--- src/rtl/fft_pkg.sv ---
// Shared FFT butterfly types, constants and saturation helpers.
// Used by the butterfly coprocessor, the ALU result mux and FFT test code.
package fft_pkg;

    localparam int HALF_W  = 16;
    localparam int TW_FRAC = 14;
    localparam int CPLX_W  = 2 * HALF_W;
    localparam int ACC_W   = 40;

    localparam logic [HALF_W-1:0] TW_ONE = 16'h4000;

    typedef struct packed {
        logic signed [HALF_W-1:0] re;
        logic signed [HALF_W-1:0] im;
    } cplx_t;

    typedef logic signed [ACC_W-1:0] acc_t;

    localparam acc_t SAT_MAX = acc_t'((1 << (HALF_W - 1)) - 1);
    localparam acc_t SAT_MIN = acc_t'(-(1 << (HALF_W - 1)));
    localparam acc_t RND     = acc_t'(1 << (TW_FRAC - 1));

    function automatic logic signed [CPLX_W-1:0] smul(
        input logic signed [HALF_W-1:0] x,
        input logic signed [HALF_W-1:0] y
    );
        logic signed [CPLX_W-1:0] xe;
        logic signed [CPLX_W-1:0] ye;
        xe = CPLX_W'(x);
        ye = CPLX_W'(y);
        return xe * ye;
    endfunction

    function automatic logic sat_ovf(input acc_t x);
        return (x > SAT_MAX) || (x < SAT_MIN);
    endfunction

    function automatic logic signed [HALF_W-1:0] sat_hw(input acc_t x);
        if (x > SAT_MAX) return SAT_MAX[HALF_W-1:0];
        if (x < SAT_MIN) return SAT_MIN[HALF_W-1:0];
        return x[HALF_W-1:0];
    endfunction

endpackage

--- src/rtl/fft_butterfly_resp_if.sv ---
// Request/response channel between the EX stage and the butterfly.
// slave: the butterfly; master: the issuing core side.
interface fft_butterfly_resp_if #(parameter int TAG_W = 5);
    import fft_pkg::*;

    logic              req_valid;
    logic              req_ready;
    logic [CPLX_W-1:0] req_a;
    logic [CPLX_W-1:0] req_b;
    logic [CPLX_W-1:0] req_w;
    logic              req_scale;
    logic [TAG_W-1:0]  req_tag;
    logic              resp_valid;
    logic              resp_ready;
    logic [CPLX_W-1:0] resp_a;
    logic [CPLX_W-1:0] resp_b;
    logic [TAG_W-1:0]  resp_tag;

    modport slave (
        input  req_valid, req_a, req_b, req_w,
        input  req_scale, req_tag, resp_ready,
        output req_ready, resp_valid,
        output resp_a, resp_b, resp_tag
    );

    modport master (
        output req_valid, req_a, req_b, req_w,
        output req_scale, req_tag, resp_ready,
        input  req_ready, resp_valid,
        input  resp_a, resp_b, resp_tag
    );

endinterface

--- src/rtl/fft_butterfly_resp_cmul.sv ---
// cmul_round: S1 (four products) and S2 (round, shift, saturate W*B).
// Ports: en/flush control, S1 inputs, S2 outputs with sat bit, s12_busy.
module cmul_round
    import fft_pkg::*;
#(
    parameter int TAG_W = 5
) (
    input  logic             clk,
    input  logic             rst,
    input  logic             en,
    input  logic             flush,
    input  logic             in_valid,
    input  cplx_t            in_a,
    input  cplx_t            in_b,
    input  cplx_t            in_w,
    input  logic             in_scale,
    input  logic [TAG_W-1:0] in_tag,
    output logic             out_valid,
    output cplx_t            out_a,
    output cplx_t            out_p,
    output logic             out_scale,
    output logic             out_sat,
    output logic [TAG_W-1:0] out_tag,
    output logic             s12_busy
);

    logic              v1_q, v1_d, v2_q, v2_d;
    cplx_t             a1_q, a1_d, a2_q, a2_d;
    cplx_t             p2_q, p2_d;
    logic              sc1_q, sc1_d, sc2_q, sc2_d;
    logic              sat2_q, sat2_d;
    logic [TAG_W-1:0]  tag1_q, tag1_d, tag2_q, tag2_d;
    logic signed [CPLX_W-1:0] m_rr_q, m_rr_d, m_ii_q, m_ii_d;
    logic signed [CPLX_W-1:0] m_ri_q, m_ri_d, m_ir_q, m_ir_d;
    acc_t              re_r, im_r;

    // Round half up, then arithmetic shift back to integer scale.
    always_comb begin
        re_r = (acc_t'(m_rr_q) - acc_t'(m_ii_q) + RND) >>> TW_FRAC;
        im_r = (acc_t'(m_ri_q) + acc_t'(m_ir_q) + RND) >>> TW_FRAC;
    end

    always_comb begin
        v1_d   = v1_q;
        a1_d   = a1_q;
        sc1_d  = sc1_q;
        tag1_d = tag1_q;
        m_rr_d = m_rr_q;
        m_ii_d = m_ii_q;
        m_ri_d = m_ri_q;
        m_ir_d = m_ir_q;
        v2_d   = v2_q;
        a2_d   = a2_q;
        sc2_d  = sc2_q;
        tag2_d = tag2_q;
        p2_d   = p2_q;
        sat2_d = sat2_q;
        if (en) begin
            v1_d    = in_valid;
            a1_d    = in_a;
            sc1_d   = in_scale;
            tag1_d  = in_tag;
            m_rr_d  = smul(in_b.re, in_w.re);
            m_ii_d  = smul(in_b.im, in_w.im);
            m_ri_d  = smul(in_b.re, in_w.im);
            m_ir_d  = smul(in_b.im, in_w.re);
            v2_d    = v1_q;
            a2_d    = a1_q;
            sc2_d   = sc1_q;
            tag2_d  = tag1_q;
            p2_d.re = sat_hw(re_r);
            p2_d.im = sat_hw(im_r);
            sat2_d  = sat_ovf(re_r) | sat_ovf(im_r);
        end
        if (flush) begin
            v1_d = 1'b0;
            v2_d = 1'b0;
        end
    end

    always_ff @(posedge clk) begin
        if (!rst) begin
            v1_q   <= 1'b0;
            a1_q   <= '0;
            sc1_q  <= 1'b0;
            tag1_q <= '0;
            m_rr_q <= '0;
            m_ii_q <= '0;
            m_ri_q <= '0;
            m_ir_q <= '0;
            v2_q   <= 1'b0;
            a2_q   <= '0;
            sc2_q  <= 1'b0;
            tag2_q <= '0;
            p2_q   <= '0;
            sat2_q <= 1'b0;
        end else begin
            v1_q   <= v1_d;
            a1_q   <= a1_d;
            sc1_q  <= sc1_d;
            tag1_q <= tag1_d;
            m_rr_q <= m_rr_d;
            m_ii_q <= m_ii_d;
            m_ri_q <= m_ri_d;
            m_ir_q <= m_ir_d;
            v2_q   <= v2_d;
            a2_q   <= a2_d;
            sc2_q  <= sc2_d;
            tag2_q <= tag2_d;
            p2_q   <= p2_d;
            sat2_q <= sat2_d;
        end
    end

    assign out_valid = v2_q;
    assign out_a     = a2_q;
    assign out_p     = p2_q;
    assign out_scale = sc2_q;
    assign out_sat   = sat2_q;
    assign out_tag   = tag2_q;
    assign s12_busy  = v1_q | v2_q;

endmodule

--- src/rtl/fft_butterfly_resp.sv ---
// Radix-2 DIT butterfly responder: A' = A + W*B, B' = A - W*B.
// Ports: clk, rst (sync low), flush, bus (slave), busy, sat_flag/sat_clr, op_count.
module fft_butterfly_resp
    import fft_pkg::*;
#(
    parameter int TAG_W = 5
) (
    input  logic                 clk,
    input  logic                 rst,
    input  logic                 flush,
    fft_butterfly_resp_if.slave  bus,
    output logic                 busy,
    output logic                 sat_flag,
    input  logic                 sat_clr,
    output logic [15:0]          op_count
);

    logic             en, accept, deliver, s12_busy;
    logic             s2_valid, s2_scale, s2_sat;
    cplx_t            s2_a, s2_p;
    logic [TAG_W-1:0] s2_tag;

    logic             v3_q, v3_d, sat3_q, sat3_d;
    cplx_t            ra_q, ra_d, rb_q, rb_d;
    logic [TAG_W-1:0] tag3_q, tag3_d;
    logic [15:0]      cnt_q, cnt_d;
    logic             satf_q, satf_d;
    acc_t             s_re, s_im, d_re, d_im;

    // A held response freezes the whole pipe.
    assign en            = !(v3_q && !bus.resp_ready);
    assign bus.req_ready = en && !flush;
    assign accept        = bus.req_valid && bus.req_ready;
    assign deliver       = v3_q && bus.resp_ready;

    cmul_round #(.TAG_W(TAG_W)) u_cmul (
        .clk       (clk),
        .rst       (rst),
        .en        (en),
        .flush     (flush),
        .in_valid  (accept),
        .in_a      (bus.req_a),
        .in_b      (bus.req_b),
        .in_w      (bus.req_w),
        .in_scale  (bus.req_scale),
        .in_tag    (bus.req_tag),
        .out_valid (s2_valid),
        .out_a     (s2_a),
        .out_p     (s2_p),
        .out_scale (s2_scale),
        .out_sat   (s2_sat),
        .out_tag   (s2_tag),
        .s12_busy  (s12_busy)
    );

    always_comb begin
        s_re = acc_t'($signed(s2_a.re)) + acc_t'($signed(s2_p.re));
        s_im = acc_t'($signed(s2_a.im)) + acc_t'($signed(s2_p.im));
        d_re = acc_t'($signed(s2_a.re)) - acc_t'($signed(s2_p.re));
        d_im = acc_t'($signed(s2_a.im)) - acc_t'($signed(s2_p.im));
        if (s2_scale) begin
            s_re = s_re >>> 1;
            s_im = s_im >>> 1;
            d_re = d_re >>> 1;
            d_im = d_im >>> 1;
        end
    end

    always_comb begin
        v3_d   = v3_q;
        ra_d   = ra_q;
        rb_d   = rb_q;
        tag3_d = tag3_q;
        sat3_d = sat3_q;
        if (en) begin
            v3_d    = s2_valid;
            ra_d.re = sat_hw(s_re);
            ra_d.im = sat_hw(s_im);
            rb_d.re = sat_hw(d_re);
            rb_d.im = sat_hw(d_im);
            tag3_d  = s2_tag;
            sat3_d  = s2_sat | sat_ovf(s_re) | sat_ovf(s_im)
                    | sat_ovf(d_re) | sat_ovf(d_im);
        end
        if (flush) v3_d = 1'b0;
    end

    // A saturated delivery wins over a same-cycle clear.
    always_comb begin
        cnt_d  = deliver ? cnt_q + 16'd1 : cnt_q;
        satf_d = satf_q;
        if (sat_clr) satf_d = 1'b0;
        if (deliver && sat3_q) satf_d = 1'b1;
    end

    always_ff @(posedge clk) begin
        if (!rst) begin
            v3_q   <= 1'b0;
            ra_q   <= '0;
            rb_q   <= '0;
            tag3_q <= '0;
            sat3_q <= 1'b0;
            cnt_q  <= '0;
            satf_q <= 1'b0;
        end else begin
            v3_q   <= v3_d;
            ra_q   <= ra_d;
            rb_q   <= rb_d;
            tag3_q <= tag3_d;
            sat3_q <= sat3_d;
            cnt_q  <= cnt_d;
            satf_q <= satf_d;
        end
    end

    assign bus.resp_valid = v3_q;
    assign bus.resp_a     = ra_q;
    assign bus.resp_b     = rb_q;
    assign bus.resp_tag   = tag3_q;
    assign busy           = s12_busy | v3_q;
    assign sat_flag       = satf_q;
    assign op_count       = cnt_q;

endmodule

--- src/flat_wrapper.sv ---
// flat-port wrapper written by rule: the top's interface ports become plain ports
module fft_butterfly_resp_flat import fft_pkg::*;
#(
    parameter int TAG_W = 5
)
  (clk, rst, flush, busy, sat_flag, sat_clr, op_count, bus_req_valid, bus_req_a, bus_req_b, bus_req_w, bus_req_scale, bus_req_tag, bus_resp_ready, bus_req_ready, bus_resp_valid, bus_resp_a, bus_resp_b, bus_resp_tag);
  fft_butterfly_resp_if #(.TAG_W(TAG_W)) bus_i ();
  input  logic clk;
  input  logic rst;
  input  logic flush;
  output logic busy;
  output logic sat_flag;
  input  logic sat_clr;
  output logic [15:0] op_count;
  input wire logic [$bits(bus_i.req_valid)-1:0] bus_req_valid;
  input wire logic [$bits(bus_i.req_a)-1:0] bus_req_a;
  input wire logic [$bits(bus_i.req_b)-1:0] bus_req_b;
  input wire logic [$bits(bus_i.req_w)-1:0] bus_req_w;
  input wire logic [$bits(bus_i.req_scale)-1:0] bus_req_scale;
  input wire logic [$bits(bus_i.req_tag)-1:0] bus_req_tag;
  input wire logic [$bits(bus_i.resp_ready)-1:0] bus_resp_ready;
  output wire logic [$bits(bus_i.req_ready)-1:0] bus_req_ready;
  output wire logic [$bits(bus_i.resp_valid)-1:0] bus_resp_valid;
  output wire logic [$bits(bus_i.resp_a)-1:0] bus_resp_a;
  output wire logic [$bits(bus_i.resp_b)-1:0] bus_resp_b;
  output wire logic [$bits(bus_i.resp_tag)-1:0] bus_resp_tag;
  assign bus_i.req_valid = bus_req_valid;
  assign bus_i.req_a = bus_req_a;
  assign bus_i.req_b = bus_req_b;
  assign bus_i.req_w = bus_req_w;
  assign bus_i.req_scale = bus_req_scale;
  assign bus_i.req_tag = bus_req_tag;
  assign bus_i.resp_ready = bus_resp_ready;
  assign bus_req_ready = bus_i.req_ready;
  assign bus_resp_valid = bus_i.resp_valid;
  assign bus_resp_a = bus_i.resp_a;
  assign bus_resp_b = bus_i.resp_b;
  assign bus_resp_tag = bus_i.resp_tag;
  fft_butterfly_resp #(.TAG_W(TAG_W)) u_core (.clk(clk), .rst(rst), .flush(flush), .bus(bus_i), .busy(busy), .sat_flag(sat_flag), .sat_clr(sat_clr), .op_count(op_count));
endmodule
--- config.mk ---
export PLATFORM = sky130hd
export DESIGN_NAME = fft_butterfly_resp_flat
export DESIGN_NICKNAME = d
export VERILOG_FILES = /design/src/rtl/fft_pkg.sv /design/src/rtl/fft_butterfly_resp_if.sv /design/src/rtl/fft_butterfly_resp_cmul.sv /design/src/rtl/fft_butterfly_resp.sv /design/src/flat_wrapper.sv
export SDC_FILE = /design/constraint.sdc
export NUM_CORES = 2
export LEC_CHECK = 0
export CORE_ASPECT_RATIO = 0.8
export CORE_UTILIZATION = 59
export DETAILED_ROUTE_END_ITERATION = 6
export PLACE_DENSITY = 0.92
export SYNTH_ARGS = -nofsm -noshare
export SYNTH_HDL_FRONTEND = slang
export SYNTH_SLANG_ARGS = --single-unit
--- constraint.sdc ---
create_clock -name clk -period 7.5 [get_ports clk]
set_input_delay 1.125 -clock clk [delete_from_list [all_inputs] [get_ports clk]]
set_output_delay 1.125 -clock clk [all_outputs]
set_load 0.02 [all_outputs]
Yosys cells after proc, flatten, opt, wreduce, memory -nomap -nowiden
Index checks and enable logic that the tools add are counted.
Word-level totals
  memories: 0
  flip-flop bits (word level): 327
  bits in read-only memories: 0
  bits of input ports: 108
  memory bits (writable): 0
  latch bits: 0
  output and inout port bits: 89
  word-level logic and storage cells: 135
Operators by class
  equality and inequality tests: 0
  div/mod/pow operators: 0
  shift-type cells: 0
  add/sub/neg operators: 9
  mux-type cells: 60
  multipliers: 4
  magnitude comparators: 12
  reduce and logical (&&, ||, !) cells: 16
  bitwise logic cells: 8
Operators with widths (count)
  16-bit 2-to-1 mux: 28
  16-bit by 16-bit multiplier with 32-bit output: 4
  33-bit by 15-bit adder with 34-bit output, second input constant: 2
  17-bit by 16-bit > comparator with 1-bit output, second input constant: 4
  17-bit by 16-bit less-than comparator with 1-bit output, second input constant: 4
  20-bit by 16-bit > comparator with 1-bit output, second input constant: 2
  20-bit by 16-bit less-than comparator with 1-bit output, second input constant: 2
  16-bit by 16-bit adder with 17-bit output: 2
  16-bit by 16-bit subtractor with 17-bit output: 2
  32-bit by 32-bit adder with 33-bit output: 1
  32-bit by 32-bit subtractor with 33-bit output: 1
  1-bit 2-to-1 mux: 32
  16-bit by 1-bit adder with 16-bit output, second input constant: 1
  1-bit OR: 7
  1-bit logical OR: 6
  1-bit logical AND: 5
  1-bit zero test: 3
  2-bit nonzero test: 1
  2-bit OR reduction: 1
  1-bit inverter: 1

Depth between registers and ports, before layout
  depth in word-level cells: 9
  gate-level depth with buffers: 26
  depth with buffers taken out: 25

Modules after synthesis
Synthesis repeated with hierarchy kept, for this count alone.
Unflattened totals
  cell total of the unflattened synthesis: 6550
  area, all modules: 58393.5 sq um
By module, submodules not included
  cmul_round: times used 1, area each 50800.0 sq um, cells an instance 5590
  fft_butterfly_resp: times used 1, area each 7593.5 sq um, cells an instance 960

Worst setup path before layout
No wires, ideal clock.
  path type: input port to flip-flop
  start point: input port bus_req_w[17]
  end point: register u_core.u_cmul.m_ir_q[29]
  library setup time: 0.125 ns
  arrival: 7.050 ns
  path slack: 0.324 ns
  buffers on the path: 1
  data required time: 7.375 ns
  stages on the path: 21
  path through: clkbuf_1 -> nand2_1 -> fa_1 -> fa_1 -> fa_1 -> fa_1 -> inv_1 -> fa_1 -> fa_1 -> ha_1 -> a21o_1 -> a21oi_1 -> o21ai_1 -> a2111o_1 -> a31oi_2 -> o31ai_1 -> a221o_1 -> a311oi_2 -> a21oi_1 -> xnor2_1 -> o21ai_1
On the way
  cells in the longest elaborated chain, start to end: 1
Ends and longest elaborated chain
  start, declared: line flat_wrapper.sv:18  | input wire logic [$bits(bus_i.req_w)-1:0] bus_req_w;
  16-bit by 16-bit multiplier with 32-bit output: line fft_pkg.sv:31  | return xe * ye;
  end signal, assigned: line fft_butterfly_resp_cmul.sv:105  | m_ir_q <= m_ir_d;
  end, declared: line fft_butterfly_resp_cmul.sv:34  | logic signed [CPLX_W-1:0] m_ri_q, m_ri_d, m_ir_q, m_ir_d;
Every way passes these cells.
A chain may end at the register's enable or synchronous reset.

Final worst setup path
  start point: input port bus_req_w[5]
  end point: register u_core.u_cmul.m_ii_q[21]
On the way
  cells in the longest elaborated chain, start to end: 1
Ends and longest elaborated chain
  16-bit by 16-bit multiplier with 32-bit output: line fft_pkg.sv:31
  end signal, assigned: line fft_butterfly_resp_cmul.sv:103  | m_ii_q <= m_ii_d;
  end, declared: line fft_butterfly_resp_cmul.sv:33  | logic signed [CPLX_W-1:0] m_rr_q, m_rr_d, m_ii_q, m_ii_d;
Every way passes these cells.

==> flow_metrics.tcl <==
set metrics [dict create \
    worst-slew-pin-transition_ns 1.22 \
    io-pin-count 197 \
    drt_first_iter_violations 4911 \
    met2_usage_pct 55.2 \
    drv_slew 0 \
    chipHeight_um 281 \
    clock_tree.htree_level_count 2 \
    rsz0062_at_grt "yes" \
    hold_ws_ns 0.460 \
    final.setup_skew_ns 0.0231 \
    synthesized_area_per_cell_sq_um 8.77 \
    drc 0 \
    placement.setup.worst_slack_ns -0.731 \
    fin_crit_sh_pct 99.4 \
    route.detailed.vias_per_inst 5.79 \
    port_buffers 196 \
    route.antenna.remaining_nets 0 \
    path_category_of_the_worst_min_delay_check "reg2reg" \
    synth-main-ff-cell "sky130_fd_sc_hd__dfxtp_1" \
    syn_area_sq_mm 0.0574 \
    async_reset_ff_share_pct 0 \
    final_core_utilization_pct 69.1 \
    rows 101 \
    clock.fmax_ghz 0.134 \
    max_slew_margin_pct 18.5 \
    grt_start_max_net_pins 158 \
    gr-usage-met3_pct 6.95 \
    grt_pass1_wl_um 268000 \
    timing.final.crit_period_ns 7.45 \
    synth_sequential_area_ratio_pct 11.4 \
    worst_skew_pair.late_latency_ns 0.57 \
    cts_bufs_inserted 37 \
    synth.ff_latch_count 327 \
    min_delay_path_depth 2 \
    drt_wl_total_um 168000 \
    netlist.area_leader.share_pct 36.7 \
    finalSetupViolations 0 \
    synth.top_cells.by_area "sky130_fd_sc_hd__fa_1 37%, sky130_fd_sc_hd__dfxtp_1 11%, sky130_fd_sc_hd__ha_1 11%, sky130_fd_sc_hd__inv_1 8.3%, sky130_fd_sc_hd__and2_1 6.3%" \
    synth_edf_count 0 \
    tritoncts "done" \
    grt-busiest-layer "met2" \
    crit_path_start_kind "primary input" \
    groute.usage.overall_pct 34.6 \
    grtUsageMet1_pct 43.5 \
    arrival_ns 7.93 \
    final_layout_size_suffix_gt1_share_pct 9.89 \
    synth.lib_cells_used.distinct 91 \
    timing_hold_violations_final 0 \
    cell_taking_the_most_area_after_synthesis "sky130_fd_sc_hd__fa_1" \
    r2r_cells 15 \
    final_cell_mix "1,270 x sky130_fd_sc_hd__inv_1, 1,048 x sky130_fd_sc_hd__fa_1, 910 x sky130_fd_sc_hd__nand2_1" \
    final_common_cell "sky130_fd_sc_hd__inv_1" \
    place.detailed.hpwl_um 133000 \
    grt.overflow.total 0 \
    syn2layout_area_growth_pct 15.1 \
    cap_violations 0 \
    antenna_found_initial 2 \
    die_x_extent_um 351 \
    drt-wirelength-per-cell_um 20.2 \
    design.die.area_sq_mm 0.0986 \
    worst-endpoint-required_ns 7.97 \
    yosys_warnings 0 \
    endpoint_kind "register" \
    clkSinkCount 327 \
    synthesis.nets 8224 \
    antennaDiodeCount 0 \
    postSynthCellCount 6547 \
    route.vias.total 47953 \
    drt_first_pass_iters 7 \
    status "finished, final reports clean" \
    starting_density_of_the_core_pct 60.0 \
    clkTransAtPathRegs_ns 0.06 \
    gpl.final_weighted_congestion 0.989 \
    core_area_sq_mm 0.0957 \
    holdBufCountCts 0 \
    critical_path.max_fanout 12 \
    nNetsFinal 8645 \
    critical_path_type "in2reg" \
    cts_buffer_depth 3 \
    fin_ws_ns 0.0486 \
    via_count_of_the_first_global_routing_pass 51821 \
    cts.root.buffer_cell "sky130_fd_sc_hd__clkbuf_16" \
]
[routing by layer]
metal	wire length (um)	vias to the layer above
li1	-	20889
met1	61100	23494
met2	75900	2848
met3	18000	720
met4	12500	2
met5	13	-
[state kept, by name, indices dropped and copies added (netlist names), 5 cells and up]
signal / count
u_core.u_cmul.m_ii_q: 32
u_core.u_cmul.out_p: 32
u_core.bus.resp_b: 32
u_core.op_count: 16
u_core.u_cmul.m_rr_q: 32
u_core.bus.resp_tag: 5
u_core.bus.resp_a: 32
u_core.u_cmul.tag1_q: 5
u_core.u_cmul.a1_q: 32
u_core.u_cmul.m_ir_q: 32
u_core.u_cmul.m_ri_q: 32
u_core.u_cmul.out_tag: 5
u_core.u_cmul.out_a: 32
[Yosys cell counts, types with 18 or more instances]
master                     count
sky130_fd_sc_hd__o21bai_1     34
sky130_fd_sc_hd__dfxtp_1     327
sky130_fd_sc_hd__o21ai_0     220
sky130_fd_sc_hd__nand2_1     911
sky130_fd_sc_hd__and2_1      580
sky130_fd_sc_hd__inv_1      1273
sky130_fd_sc_hd__or3_1        23
sky130_fd_sc_hd__a21boi_0    127
sky130_fd_sc_hd__mux2i_1      18
sky130_fd_sc_hd__xnor2_1     166
sky130_fd_sc_hd__nor2b_1      25
sky130_fd_sc_hd__xor2_1       59
sky130_fd_sc_hd__fa_1       1052
sky130_fd_sc_hd__clkbuf_1    303
sky130_fd_sc_hd__a31oi_1      41
sky130_fd_sc_hd__a21o_1       79
sky130_fd_sc_hd__o31ai_1      19
sky130_fd_sc_hd__nand3_1      45
sky130_fd_sc_hd__a21oi_1     186
sky130_fd_sc_hd__nor2_1      199
sky130_fd_sc_hd__o221a_2      23
sky130_fd_sc_hd__nand2b_1     42
sky130_fd_sc_hd__ha_1        517
sky130_fd_sc_hd__and3_1       21
sky130_fd_sc_hd__nor3_1       27
[metrics by stage]
stage / cells / setup TNS, ns / instance area, sq um
floorplan: 6547 / 0 / 57400
global placement: 8214 / -9.11 / 64500
detailed placement: 8214 / -16.61 / 64500
CTS: 8279 / -0.0446 / 65800
global route: 8281 / -1.05 / 66100
finish: 8281 / 0 / 66100
[worst paths after layout]
path                            startpoint                  endpoint  slack [ns]
hold / removal    u_core.u_cmul.m_ii_q[24]  u_core.u_cmul.m_ii_q[24]        0.46
setup reg to reg   u_core.u_cmul.m_ii_q[7]   u_core.u_cmul.out_p[20]        2.49
setup / recovery              bus_req_w[5]  u_core.u_cmul.m_ii_q[21]        0.05
hold reg to reg   u_core.u_cmul.m_ii_q[24]  u_core.u_cmul.m_ii_q[24]        0.46
[critical path, cell delays in order]
cell,delay [ns]
sky130_fd_sc_hd__clkdlybuf4s50_1,0.58
sky130_fd_sc_hd__buf_4,0.25
sky130_fd_sc_hd__buf_4,0.18
sky130_fd_sc_hd__and2_1,0.15
sky130_fd_sc_hd__fa_1,0.43
sky130_fd_sc_hd__fa_1,0.51
sky130_fd_sc_hd__ha_1,0.14
sky130_fd_sc_hd__inv_1,0.05
sky130_fd_sc_hd__fa_1,0.47
sky130_fd_sc_hd__inv_1,0.05
sky130_fd_sc_hd__fa_1,0.58
sky130_fd_sc_hd__inv_1,0.08
sky130_fd_sc_hd__fa_1,0.47
sky130_fd_sc_hd__inv_1,0.04
sky130_fd_sc_hd__ha_1,0.31
sky130_fd_sc_hd__buf_4,0.14
sky130_fd_sc_hd__inv_1,0.06
sky130_fd_sc_hd__o21bai_2,0.29
sky130_fd_sc_hd__a211oi_4,0.13
sky130_fd_sc_hd__nor3b_1,0.43
sky130_fd_sc_hd__o21ai_0,0.20
sky130_fd_sc_hd__a2111oi_0,0.71
sky130_fd_sc_hd__nand2_1,0.26
sky130_fd_sc_hd__a21boi_0,0.25
[final cells by class]
type / count / area [sq um]
multi-input cells: 4624 / 45100
fillers: 6527 / 29600
repair buffers: 704 / 6790
flip-flops and latches: 327 / 6550
inverters: 1274 / 4780
well taps: 1287 / 1610
clock buffers: 49 / 1030
clock inverters: 16 / 208
[logic make-up (layout without fill, tap and decap cells)]
group	count (synthesis)	in the layout	share of synthesized area (%)
AO/OA/AOI/OAI	887	887	10.3
buffers and inverters	1596	2043	10.5
AND/OR/NAND/NOR	1923	1923	16.1
flip-flops	327	327	11.4
adder cells (fa/ha/maj)	1569	1569	47.9
multiplexers	20	20	0.357
XOR/XNOR	225	225	3.43
[repair_timing]
action / in CTS / in global routing
resized for setup: 4 / 67
pin swaps: 1 / 21
buffers inserted: 0 / 2
gates cloned: 0 / 0
setup endpoints to repair: 4 / 34
Power is not shown: default switching activity piles up to over one toggle a cycle in this logic, so the estimate is an artifact.
